### config.mk
export PLATFORM = sky130hd
export DESIGN_NAME = tow_referee
export DESIGN_NICKNAME = d
export VERILOG_FILES = /design/src/rtl/tow_referee.sv
export SDC_FILE = /design/constraint.sdc
export NUM_CORES = 1
export LEC_CHECK = 0
export CAP_MARGIN = 20
export CORE_MARGIN = 2
export CORE_UTILIZATION = 41
export DETAILED_ROUTE_END_ITERATION = 8
export GPL_TIMING_DRIVEN = 0
export MAX_ROUTING_LAYER = met4
export PLACE_DENSITY = 0.76
export SETUP_SLACK_MARGIN = 0.4
export SYNTH_ARGS = -nofsm -noshare
export SYNTH_HDL_FRONTEND = slang
export SYNTH_SLANG_ARGS = --single-unit
### constraint.sdc
create_clock -name i_clk -period 0.8 [get_ports i_clk]
set_clock_uncertainty 0.15 [all_clocks]
set_input_delay 0.16 -clock i_clk [delete_from_list [all_inputs] [get_ports i_clk]]
set_output_delay 0.16 -clock i_clk [all_outputs]
set_load 0.02 [all_outputs]
### src/rtl/tow_referee.sv
// Round/match referee for the tug-of-war board; optional 7-seg score outputs under TOW_REFEREE_SEG_EN.
// Latency: a board condition sampled in cycle N shows on the registered outputs in cycle N+1.
// Backpressure: o_freeze holds the upstream shifter still outside PLAY; o_round_reset is a single-cycle restart pulse.
module tow_referee #(
    parameter int WIDTH       = 16,
    parameter int MAX_SCORE   = 7,
    parameter int HOLD_CYCLES = 4
) (
    input  logic             i_clk,
    input  logic             i_reset,
    input  logic [WIDTH-1:0] i_brd_array,
    input  logic             i_new_match,
    output logic             o_round_reset,
    output logic             o_freeze,
    output logic [1:0]       o_winner,
    output logic [3:0]       o_left_score,
    output logic [3:0]       o_right_score,
    output logic             o_match_over
`ifdef TOW_REFEREE_SEG_EN
    ,
    output logic [6:0]       o_hex_left,
    output logic [6:0]       o_hex_right
`endif
);

    typedef enum logic [1:0] {S_PLAY, S_HOLD, S_ROUND_RST, S_OVER} state_t;

    localparam int            CW        = (HOLD_CYCLES > 1) ? $clog2(HOLD_CYCLES) : 1;
    localparam logic [CW-1:0] HOLD_LAST = CW'(HOLD_CYCLES - 1);
    localparam logic [3:0]    MAX_S     = 4'(MAX_SCORE);

    logic [1:0]    r_rst_sync;
    logic          w_rst_n;
    state_t        r_state, w_state_nxt;
    logic [CW-1:0] r_hold_cnt, w_hold_cnt_nxt;
    logic [1:0]    r_winner, w_winner_nxt;
    logic [3:0]    r_left_score, w_left_nxt;
    logic [3:0]    r_right_score, w_right_nxt;
    logic          r_round_reset, r_freeze, r_match_over;
    logic          w_left_end, w_right_end, w_at_max;

    // Assertion is immediate; release is retimed to i_clk.
    always_ff @(posedge i_clk or negedge i_reset) begin
        if (!i_reset) r_rst_sync <= 2'b00;
        else          r_rst_sync <= {r_rst_sync[0], 1'b1};
    end
    assign w_rst_n = r_rst_sync[1];

    assign w_left_end  = i_brd_array[WIDTH-1];
    assign w_right_end = i_brd_array[0];
    assign w_at_max    = (r_left_score == MAX_S) || (r_right_score == MAX_S);

    always_comb begin
        w_state_nxt    = r_state;
        w_hold_cnt_nxt = '0;
        w_winner_nxt   = r_winner;
        w_left_nxt     = r_left_score;
        w_right_nxt    = r_right_score;
        case (r_state)
            S_PLAY: begin
                if (w_left_end && !w_right_end) begin
                    w_state_nxt  = S_HOLD;
                    w_winner_nxt = 2'b10;
                    if (r_left_score < MAX_S) w_left_nxt = r_left_score + 4'd1;
                end else if (w_right_end && !w_left_end) begin
                    w_state_nxt  = S_HOLD;
                    w_winner_nxt = 2'b01;
                    if (r_right_score < MAX_S) w_right_nxt = r_right_score + 4'd1;
                end else if (w_left_end && w_right_end) begin
                    w_state_nxt  = S_HOLD;
                    w_winner_nxt = 2'b11;
                end else if (i_brd_array == '0) begin
                    w_state_nxt  = S_ROUND_RST;
                    w_winner_nxt = 2'b11;
                end
            end
            S_HOLD: begin
                if (r_hold_cnt == HOLD_LAST) begin
                    w_state_nxt = w_at_max ? S_OVER : S_ROUND_RST;
                end else begin
                    w_hold_cnt_nxt = r_hold_cnt + CW'(1);
                end
            end
            S_ROUND_RST: begin
                w_state_nxt  = S_PLAY;
                w_winner_nxt = 2'b00;
            end
            S_OVER: begin
                if (i_new_match) begin
                    w_state_nxt = S_ROUND_RST;
                    w_left_nxt  = 4'd0;
                    w_right_nxt = 4'd0;
                end
            end
            default: w_state_nxt = S_PLAY;
        endcase
    end

    always_ff @(posedge i_clk or negedge w_rst_n) begin
        if (!w_rst_n) begin
            r_state       <= S_PLAY;
            r_hold_cnt    <= '0;
            r_winner      <= 2'b00;
            r_left_score  <= 4'd0;
            r_right_score <= 4'd0;
            r_round_reset <= 1'b0;
            r_freeze      <= 1'b0;
            r_match_over  <= 1'b0;
        end else begin
            r_state       <= w_state_nxt;
            r_hold_cnt    <= w_hold_cnt_nxt;
            r_winner      <= w_winner_nxt;
            r_left_score  <= w_left_nxt;
            r_right_score <= w_right_nxt;
            r_round_reset <= (w_state_nxt == S_ROUND_RST);
            r_freeze      <= (w_state_nxt != S_PLAY);
            r_match_over  <= (w_state_nxt == S_OVER);
        end
    end

    assign o_round_reset = r_round_reset;
    assign o_freeze      = r_freeze;
    assign o_winner      = r_winner;
    assign o_left_score  = r_left_score;
    assign o_right_score = r_right_score;
    assign o_match_over  = r_match_over;

`ifdef TOW_REFEREE_SEG_EN
    // Active-low segments, bit 6 = g ... bit 0 = a.
    function automatic logic [6:0] seg7(input logic [3:0] v);
        logic [6:0] s;
        case (v)
            4'h0: s = 7'b1000000;  4'h1: s = 7'b1111001;
            4'h2: s = 7'b0100100;  4'h3: s = 7'b0110000;
            4'h4: s = 7'b0011001;  4'h5: s = 7'b0010010;
            4'h6: s = 7'b0000010;  4'h7: s = 7'b1111000;
            4'h8: s = 7'b0000000;  4'h9: s = 7'b0010000;
            4'hA: s = 7'b0001000;  4'hB: s = 7'b0000011;
            4'hC: s = 7'b1000110;  4'hD: s = 7'b0100001;
            4'hE: s = 7'b0000110;  default: s = 7'b0001110;
        endcase
        return s;
    endfunction

    logic [6:0] r_hex_left, r_hex_right;

    // In OVER only the side that reached MAX_SCORE keeps its digit lit.
    always_ff @(posedge i_clk or negedge w_rst_n) begin
        if (!w_rst_n) begin
            r_hex_left  <= 7'b1000000;
            r_hex_right <= 7'b1000000;
        end else begin
            r_hex_left  <= (r_state == S_OVER && r_left_score != MAX_S)  ? 7'h7F : seg7(r_left_score);
            r_hex_right <= (r_state == S_OVER && r_right_score != MAX_S) ? 7'h7F : seg7(r_right_score);
        end
    end

    assign o_hex_left  = r_hex_left;
    assign o_hex_right = r_hex_right;
`endif

endmodule

==> flow_summary.ini, run 1 <==
[status]
status = finished, violations left
violations = hold timing, setup timing

[worst_hold_path]
min_path_type = input pin to asynchronous set/reset pin

[sta]
max_freq_ghz = 0.599
min_period_over_period_pct = 209
rsz0062_at_grt = yes
min_period_ns = 1.67
maxSlewViolCount = 0
fin_ws_ns = -0.869
timing.setup.tns_ns = -17.86
finalSetupViolations = 30
final_hold_viol_count = 2
whs_ns = -0.180

[logic_synthesis]
avgSynthCellArea_um2 = 11.4
async_reset_ff_share_pct = 100
synthCells = 85
synth_edf_count = 0
yosys.area.top_type = dfrtp_1
synth_top_area_share_pct = 49.2
synth_area_leaders = dfrtp_1 49%, ha_1 9.1%, nand3b_1 3.1%
ys_seq_elements = 19
yosysWarnings = 0
synth_area_um2 = 966
synth_ff_type = dfrtp_1
syn_nets = 111
synth_cell_types = 33
ys_seq_area_share_pct = 49.2

[power]
p_leak_nw = 0.921
total_power_mw = 5.93
power_density_nw_per_um2 = 3100
peakVddDrop_mv = 3.05

[grt]
gr-total-overflow = 0
grt_usage_pct = 23.8
antenna_found_initial = 0
grt_first_pass_wirelength_um = 4590
grt_pass1_vias = 1000
grt_max_degree = 12

[layout]
fillers = 108
layout-drive-gt1-share_pct = 61.6
area_delta_synth_final_pct = 97.8
n_antenna_cell = 0
nets = 173

[place]
gp_congestion = 0.797
dpl.hpwl_um = 1740
port_buffers = 31

[critical_path]
rr_worst_depth = 6
crit_path_end_kind = register
reg2reg_slack_ns = -0.87
timing.rr.start = r_state[1]
timing.rr.end = o_right_score[2]
critPathMaxFanout = 7
crit_type = register to register
worstPathRequired_ns = 0.90
setup.worst_path.start_class = register
critPathArrivalTime_ns = 1.77

[floorplanning]
die_area_um2 = 2760
die_w_um = 52.5
rows = 17
ios = 32
start_util_pct = 43.7
die_y_um = 52.5
core_um2 = 2210

[job]
cap_violations = 0

[detailed_routing]
num_vias = 1000
ant_nets = 0
avgViaCountPerCell = 5.75
drtPass1Iterations = 4
wl_per_cell_um = 19.9
drt-initial-drc-count = 10
drcViolationCount = 0
routed_wl_um = 3470

[clocking]
clockRootBuffer = clkbuf_4
tritoncts = built
clock_sinks = 19
cts_buffer_depth = 2
clk_pin_slew_ns = 0.13
clock_latency_ns = 0.33
numCtsBuffers = 3
cts_htree_levels = 1
power breakdown:
group          internal (mW)  switching, mW
clock network          0.188          0.357
logic                   2.09           1.60
registers               1.33          0.373
flip-flops by register name, indices dropped and copies added, names as in the netlist:
register / flops
o_left_score: 4
o_right_score: 4
o_winner: 2
r_hold_cnt: 2
r_rst_sync: 2
r_state: 2
o_freeze: 1
o_match_over: 1
o_round_reset: 1
cells in the mapped netlist, types with 2 or more instances:
cell type and instances:
nor2_1 4, a41oi_1 3, and2_1 3, dfrtp_1 19
nand2_1 6, mux2_2 2, a21oi_1 5, nor4b_1 2
nor4_1 4, inv_1 2, o311ai_0 2, ha_1 7
o21ai_0 2, buf_4 2, nand3b_1 4
final cells by class:
type	count	area, um^2	area share (%)
Buffer	3	36.3	1.90
Clock buffer	3	22.5	1.18
Timing Repair Buffer	57	593	31.0
Sequential cell	19	492	25.7
Tap cell	28	35.0	1.83
Inverter	2	7.51	0.393
Multi-Input combinational cell	61	719	37.7
Clock inverter	1	5.00	0.262
layout by cell type, fill, tap and decap left out, drive strengths merged, types with 2 or more instances in the layout:
cell	netlist	routed
nor2	4	4
mux2	2	2
o311ai	2	2
nand2	6	6
nor4	4	4
nand3b	4	4
nor4b	3	3
and2	3	3
ha	7	7
dfrtp	19	19
a21oi	5	5
dlymetal6s2s	0	14
a41oi	3	3
buf	2	41
clkdlybuf4s50	0	2
inv	2	2
or2	2	2
o21ai	3	3
clkbuf	1	6
critical path: stages (launching register included):
cell and delay (ns):
dfrtp_1 0.43, buf_6 0.15, nor4b_4 0.35, and2_4 0.24, buf_4 0.11, a21oi_2 0.05, nor2_1 0.12
through the flow:
| stage | util, % | worst slack (ns) | cell area (um^2) | instances |
|---|---|---|---|---|
| 2_1_floorplan | - | -0.753 | 1080 | 85 |
| 3_3_place_gp | 64.4 | -1.46 | 1420 | 144 |
| 3_5_place_dp | 64.4 | -1.50 | 1420 | 144 |
| 4_1_cts | 74.8 | -0.855 | 1660 | 165 |
| 5_1_grt | 86.4 | -0.917 | 1910 | 174 |
| 6_report | 86.4 | -0.869 | 1910 | 174 |
metal layers:
metal | GRT usage (%) | vias to the layer above | share of wire (%)
met5 | - | - | 0
met4 | 11.5 | 0 | 1.4
met3 | 4.00 | 5 | 5.9
met2 | 40.0 | 40 | 53
met1 | 27.6 | 513 | 39
li1 | - | 442 | -
cells by family after synthesis:
family	share of synthesized area [%]
buffers and inverters	2.72
DFF	49.2
AOI/OAI and AO/OA	14.8
other	0.388
muxes	2.33
adders and majority gates	9.07
and+or+nand+nor	21.5
worst max path at each step:
| stage | end | cells after the start | start |
|---|---|---|---|
| 2_1_floorplan | o_round_reset | 4 | r_state[0] |
| 3_3_place_gp | o_match_over | 7 | i_brd_array[0] |
| 3_5_place_dp | o_right_score[0] | 6 | i_brd_array[0] |
| 4_1_cts | o_round_reset | 4 | r_state[1] |
| 5_1_grt | o_right_score[2] | 6 | r_state[1] |
| 6_report | o_right_score[2] | 6 | r_state[1] |
what timing repair did:
action,in CTS,in global routing
setup buffers,17,9
endpoints found under the setup margin,48,48
resized for setup,92,46
pin swaps,7,20
endpoints found under the hold margin,2,2
(Power assumes the default switching activity.)
==> inputs of run 2 (changes only) <==
--- a/config.mk
+++ b/config.mk
@@ -12,6 +12,7 @@
 export GPL_TIMING_DRIVEN = 0
 export MAX_ROUTING_LAYER = met4
 export PLACE_DENSITY = 0.76
+export REMOVE_ABC_BUFFERS = 1
 export SETUP_SLACK_MARGIN = 0.4
 export SYNTH_ARGS = -nofsm -noshare
 export SYNTH_HDL_FRONTEND = slang
==> run 2 against run 1 <==
The flow still finishes with violations (hold timing, setup timing). Via count shrank 4.3%. Setup slack lost 0.068 ns. Worst hold slack gained 0.060 ns. Highest routed layer unchanged. Final cell count is the same. Critical path depth shrank 1. Total power shrank 11%. Clock power shrank 6.6%. Largest cell class unchanged. First-iteration DRC count grew 20%.
==> flow_summary.ini, run 2 (synthesis gave the netlist of run 1 again) <==
[job]
cap_violations = 0

[critical_path]
setup.worst_path.start_class = register
worstPathRequired_ns = 0.89
endpoint = o_right_score[3]
slowest_delay_ns = 0.47
critPathArrivalTime_ns = 1.82
crit_type = register to register
critPathMaxFanout = 5
startpoint = r_state[0]
crit_path_end_kind = register
timing.rr.end = o_right_score[3]
cp_slowest_cell = dfrtp_2
crit_cells = 5
critPathBufInv = 1
critical_path.top_delay_family = simple AND/OR/NAND/NOR gates
path_cells = buf_4 -> nor4b_2 -> and2_4 -> a41oi_1 -> nor2_1
reg2reg_slack_ns = -0.94
timing.rr.start = r_state[0]
rr_worst_depth = 5

[layout]
layout-drive-gt1-share_pct = 50.7
fin_area_um2 = 1730
area_delta_synth_final_pct = 78.9
n_antenna_cell = 0
final_core_util_pct = 78.1
layout_common_cells = 20 x buf_6, 20 x buf_4, 16 x dfrtp_1, 9 x dlygate4sd2_1
nets = 173

[power]
total_power_mw = 5.27
peakVddDrop_mv = 2.42
power_density_nw_per_um2 = 3050
p_leak_nw = 0.798

[status]
violations = hold timing, setup timing
status = finished, violations left

[clocking]
clk_pin_slew_ns = 0.11
cts_htree_levels = 1
clockRootBuffer = clkbuf_4
tritoncts = built
clock_latency_ns = 0.30
clock_sinks = 19
numCtsBuffers = 3
cts_buffer_depth = 2

[grt]
grt_pass1_vias = 931
grt_first_pass_wirelength_um = 4410
antenna_found_initial = 0
grt_usage_pct = 22.7
grt_max_degree = 12
gr-total-overflow = 0

[detailed_routing]
ant_nets = 0
drt-initial-drc-count = 12
drtPass1Iterations = 4
wl_per_cell_um = 17.4
routed_wl_um = 3030
avgViaCountPerCell = 5.50
drcViolationCount = 0
num_vias = 957

[sta]
min_period_ns = 1.74
fin_ws_ns = -0.937
final_hold_viol_count = 2
finalSetupViolations = 30
whs_ns = -0.120
min_period_over_period_pct = 217
maxSlewViolCount = 0
rsz0062_at_grt = yes
max_freq_ghz = 0.576

[floorplanning]
die_y_um = 52.5
core_um2 = 2210
ios = 32
die_area_um2 = 2760
die_w_um = 52.5
start_util_pct = 43.7
rows = 17

[place]
place_area_um2 = 1290
port_buffers = 31
dpl.hpwl_um = 1520
post-place-ws_ns = -1.48
gp_congestion = 0.786

[worst_hold_path]
min_path_type = input pin to asynchronous set/reset pin
[run 2: area by class of cell]
type	instances	area, um^2
multi-input combinational	61	614
timing repair buffer	60	562
fill	126	484
sequential	19	482
tap	28	35.0
clock buffer	3	22.5
inverter	2	7.51
clock inverter	1	5.00
[run 2: repair_timing]
action | CTS | global route
hold endpoints to repair | 2 | 2
setup buffers | 25 | 4
endpoints found under the setup margin | 48 | 48
resized for setup | 119 | 15
pin swaps | 13 | 6
[run 2: per-stage QoR]
stage	TNS, ns	hold slack, ns	instances
floorplan	-10.50	-0.286	82
global placement	-26.19	0.134	141
detailed placement	-27.87	0.152	141
CTS	-17.03	-0.147	170
global route	-19.37	-0.145	174
finish	-18.09	-0.120	174
[run 2: power by group]
part / internal, mW / leakage (nW) / switching, mW
clock network: 0.187 / 0.0177 / 0.322
registers: 1.30 / 0.235 / 0.300
logic: 1.80 / 0.545 / 1.35
total: 3.29 / 0.798 / 1.97
[run 2: metal layers]
layer	up-vias	wire length, um	track usage, %
met5	-	0	-
met2	15	1690	39.4
met1	498	1260	26.9
met4	0	22	6.84
li1	440	-	-
met3	4	65	3.71
[run 2: how the worst min path moves through the flow]
| stage | slack [ns] | start | end |
|---|---|---|---|
| 2_1_floorplan | -0.29 | i_reset | r_rst_sync[0] |
| 3_3_place_gp | 0.13 | r_rst_sync[1] | o_round_reset |
| 3_5_place_dp | 0.15 | r_rst_sync[1] | o_left_score[0] |
| 4_1_cts | -0.15 | i_reset | r_rst_sync[1] |
| 5_1_grt | -0.15 | i_reset | r_rst_sync[1] |
| 6_report | -0.12 | i_reset | r_rst_sync[1] |
==> inputs of run 3 (changes only) <==
--- a/config.mk
+++ b/config.mk
@@ -12,6 +12,7 @@
 export GPL_TIMING_DRIVEN = 0
 export MAX_ROUTING_LAYER = met4
 export PLACE_DENSITY = 0.76
+export RECOVER_POWER = 25
 export REMOVE_ABC_BUFFERS = 1
 export SETUP_SLACK_MARGIN = 0.4
 export SYNTH_ARGS = -nofsm -noshare
==> run 3 against run 2 <==
The flow still finishes with violations (hold timing, setup timing). Final area shrank 0.80%. First-iteration DRC count up 8.3%. Setup slack better by 0.0011 ns. Wire length about the same. Worst hold slack better by 0.072 ns. Critical path depth unchanged. Global-route usage is the same. Critical path type unchanged. Sequential cell count unchanged. Sequential power about the same. Final cell count did not move. Non-clock buffer count stayed put.
==> flow_summary.ini, run 3 (synthesis gave the netlist of run 1 again) <==
[status]
status = finished, violations left
violations = hold timing, setup timing

[clocking]
cts_buffer_depth = 2
cts_htree_levels = 1
tritoncts = built
clk_pin_slew_ns = 0.11
clock_latency_ns = 0.30
clock_sinks = 19
clockRootBuffer = clkbuf_4
numCtsBuffers = 3

[sta]
finalSetupViolations = 30
min_period_ns = 1.74
whs_ns = -0.0480
final_hold_viol_count = 2
rsz0062_at_grt = yes
max_freq_ghz = 0.576
maxSlewViolCount = 0
timing.setup.tns_ns = -18.07
fin_ws_ns = -0.936
min_period_over_period_pct = 217

[detailed_routing]
avgViaCountPerCell = 5.50
drcViolationCount = 0
num_vias = 957
drtPass1Iterations = 4
wl_per_cell_um = 17.4
ant_nets = 0
routed_wl_um = 3030
drt-initial-drc-count = 13

[grt]
grt_max_degree = 12
grt_first_pass_wirelength_um = 4410
antenna_found_initial = 0
gr-total-overflow = 0
grt_pass1_vias = 931
grt_usage_pct = 22.7

[critical_path]
worstPathRequired_ns = 0.89
startpoint = r_state[0]
crit_path_end_kind = register
setup.worst_path.start_class = register
critPathMaxFanout = 5
critPathArrivalTime_ns = 1.82
crit_type = register to register
timing.rr.start = r_state[0]

[floorplanning]
die_y_um = 52.5
ios = 32
rows = 17
start_util_pct = 43.7
die_area_um2 = 2760
core_um2 = 2210
die_w_um = 52.5

[place]
gp_congestion = 0.786
dpl.hpwl_um = 1520
post-place-ws_ns = -1.48
port_buffers = 31
place_area_um2 = 1290

[layout]
area_delta_synth_final_pct = 77.5
layout_commonest_cell = buf_4
layout-drive-gt1-share_pct = 50.0
final_core_util_pct = 77.5
n_antenna_cell = 0
fillers = 130
layout_common_cells = 20 x buf_4, 18 x buf_6, 16 x dfrtp_1, 9 x dlygate4sd2_1
fin_area_um2 = 1710
nets = 173

[power]
p_int_mw = 3.29
seq_power_share_pct = 30.5
swShare_pct = 37.5
pwr-share-comb_pct = 59.9
peakVddDrop_mv = 2.42
clockPowerShare_pct = 9.6
p_sw_mw = 1.97
p_leak_nw = 0.792
power_density_nw_per_um2 = 3070

[job]
cap_violations = 0

[worst_hold_path]
min_path_type = input pin to asynchronous set/reset pin
[run 3: cell count changes in the layout (fill, tap and decap cells not counted)]
cell and delta:
buf_6 -2, clkbuf_1 +1, clkbuf_2 +1, clkdlybuf4s50_1 -1, dlygate4sd3_1 +1
[run 3: power groups by stage]
stage               clock network, mW  logic, mW  registers [mW]
floorplan                           0      0.715            1.92
global placement                    0       1.71            1.66
detailed placement                  0       1.75            1.68
CTS                             0.501       2.73            1.56
global route                    0.555       3.37            1.65
finish                          0.505       3.15            1.60
[run 3: worst max-delay path, cell delays in order, from the launching register on]
cell	delay [ns]
dfrtp_2	0.47
buf_4	0.16
nor4b_2	0.40
and2_4	0.24
a41oi_1	0.11
nor2_1	0.12
[run 3: cell type report]
type | count | area, um^2 | area share, %
clock inverters | 1 | 5.00 | 0.292
inverters | 2 | 7.51 | 0.438
clock buffers | 3 | 22.5 | 1.31
well taps | 28 | 35.0 | 2.04
repair buffers | 60 | 548 | 32.0
flip-flops and latches | 19 | 482 | 28.1
multi-input cells | 61 | 614 | 35.8
[run 3: worst paths after layout]
path | slack [ns] | cells past startpoint | end
min in group i_clk | 0.20 | 4 | r_state[1]
max in group asynchronous | 0.19 | 1 | r_state[0]
min reg2reg | 0.09 | 1 | o_winner[1]
max reg2reg | -0.94 | 5 | o_right_score[3]
min | -0.05 | 1 | r_rst_sync[1]
max | -0.94 | 5 | o_right_score[3]
[run 3: metal layers]
metal / vias up / GRT usage (%) / share of wire, %
met4: 0 / 6.84 / 0.73
li1: 439 / - / -
met2: 17 / 39.4 / 55
met1: 497 / 26.9 / 41
met3: 4 / 3.71 / 2.4
met5: - / - / 0
[run 3: repair_timing]
item / CTS / global route
gates cloned: 0 / 0
hold endpoints to repair: 2 / 2
endpoints found under the setup margin: 48 / 48
gates resized for setup: 119 / 15
setup buffers: 25 / 4
pin swaps: 13 / 6
[run 3: metrics by stage]
step / hold slack, ns / power, mW / instances
after floorplan: -0.286 / 2.63 / 82
after global placement: 0.134 / 3.37 / 141
after detailed placement: 0.152 / 3.43 / 141
after CTS: -0.147 / 4.80 / 170
after global routing: -0.0756 / 5.57 / 174
final: -0.0480 / 5.26 / 174
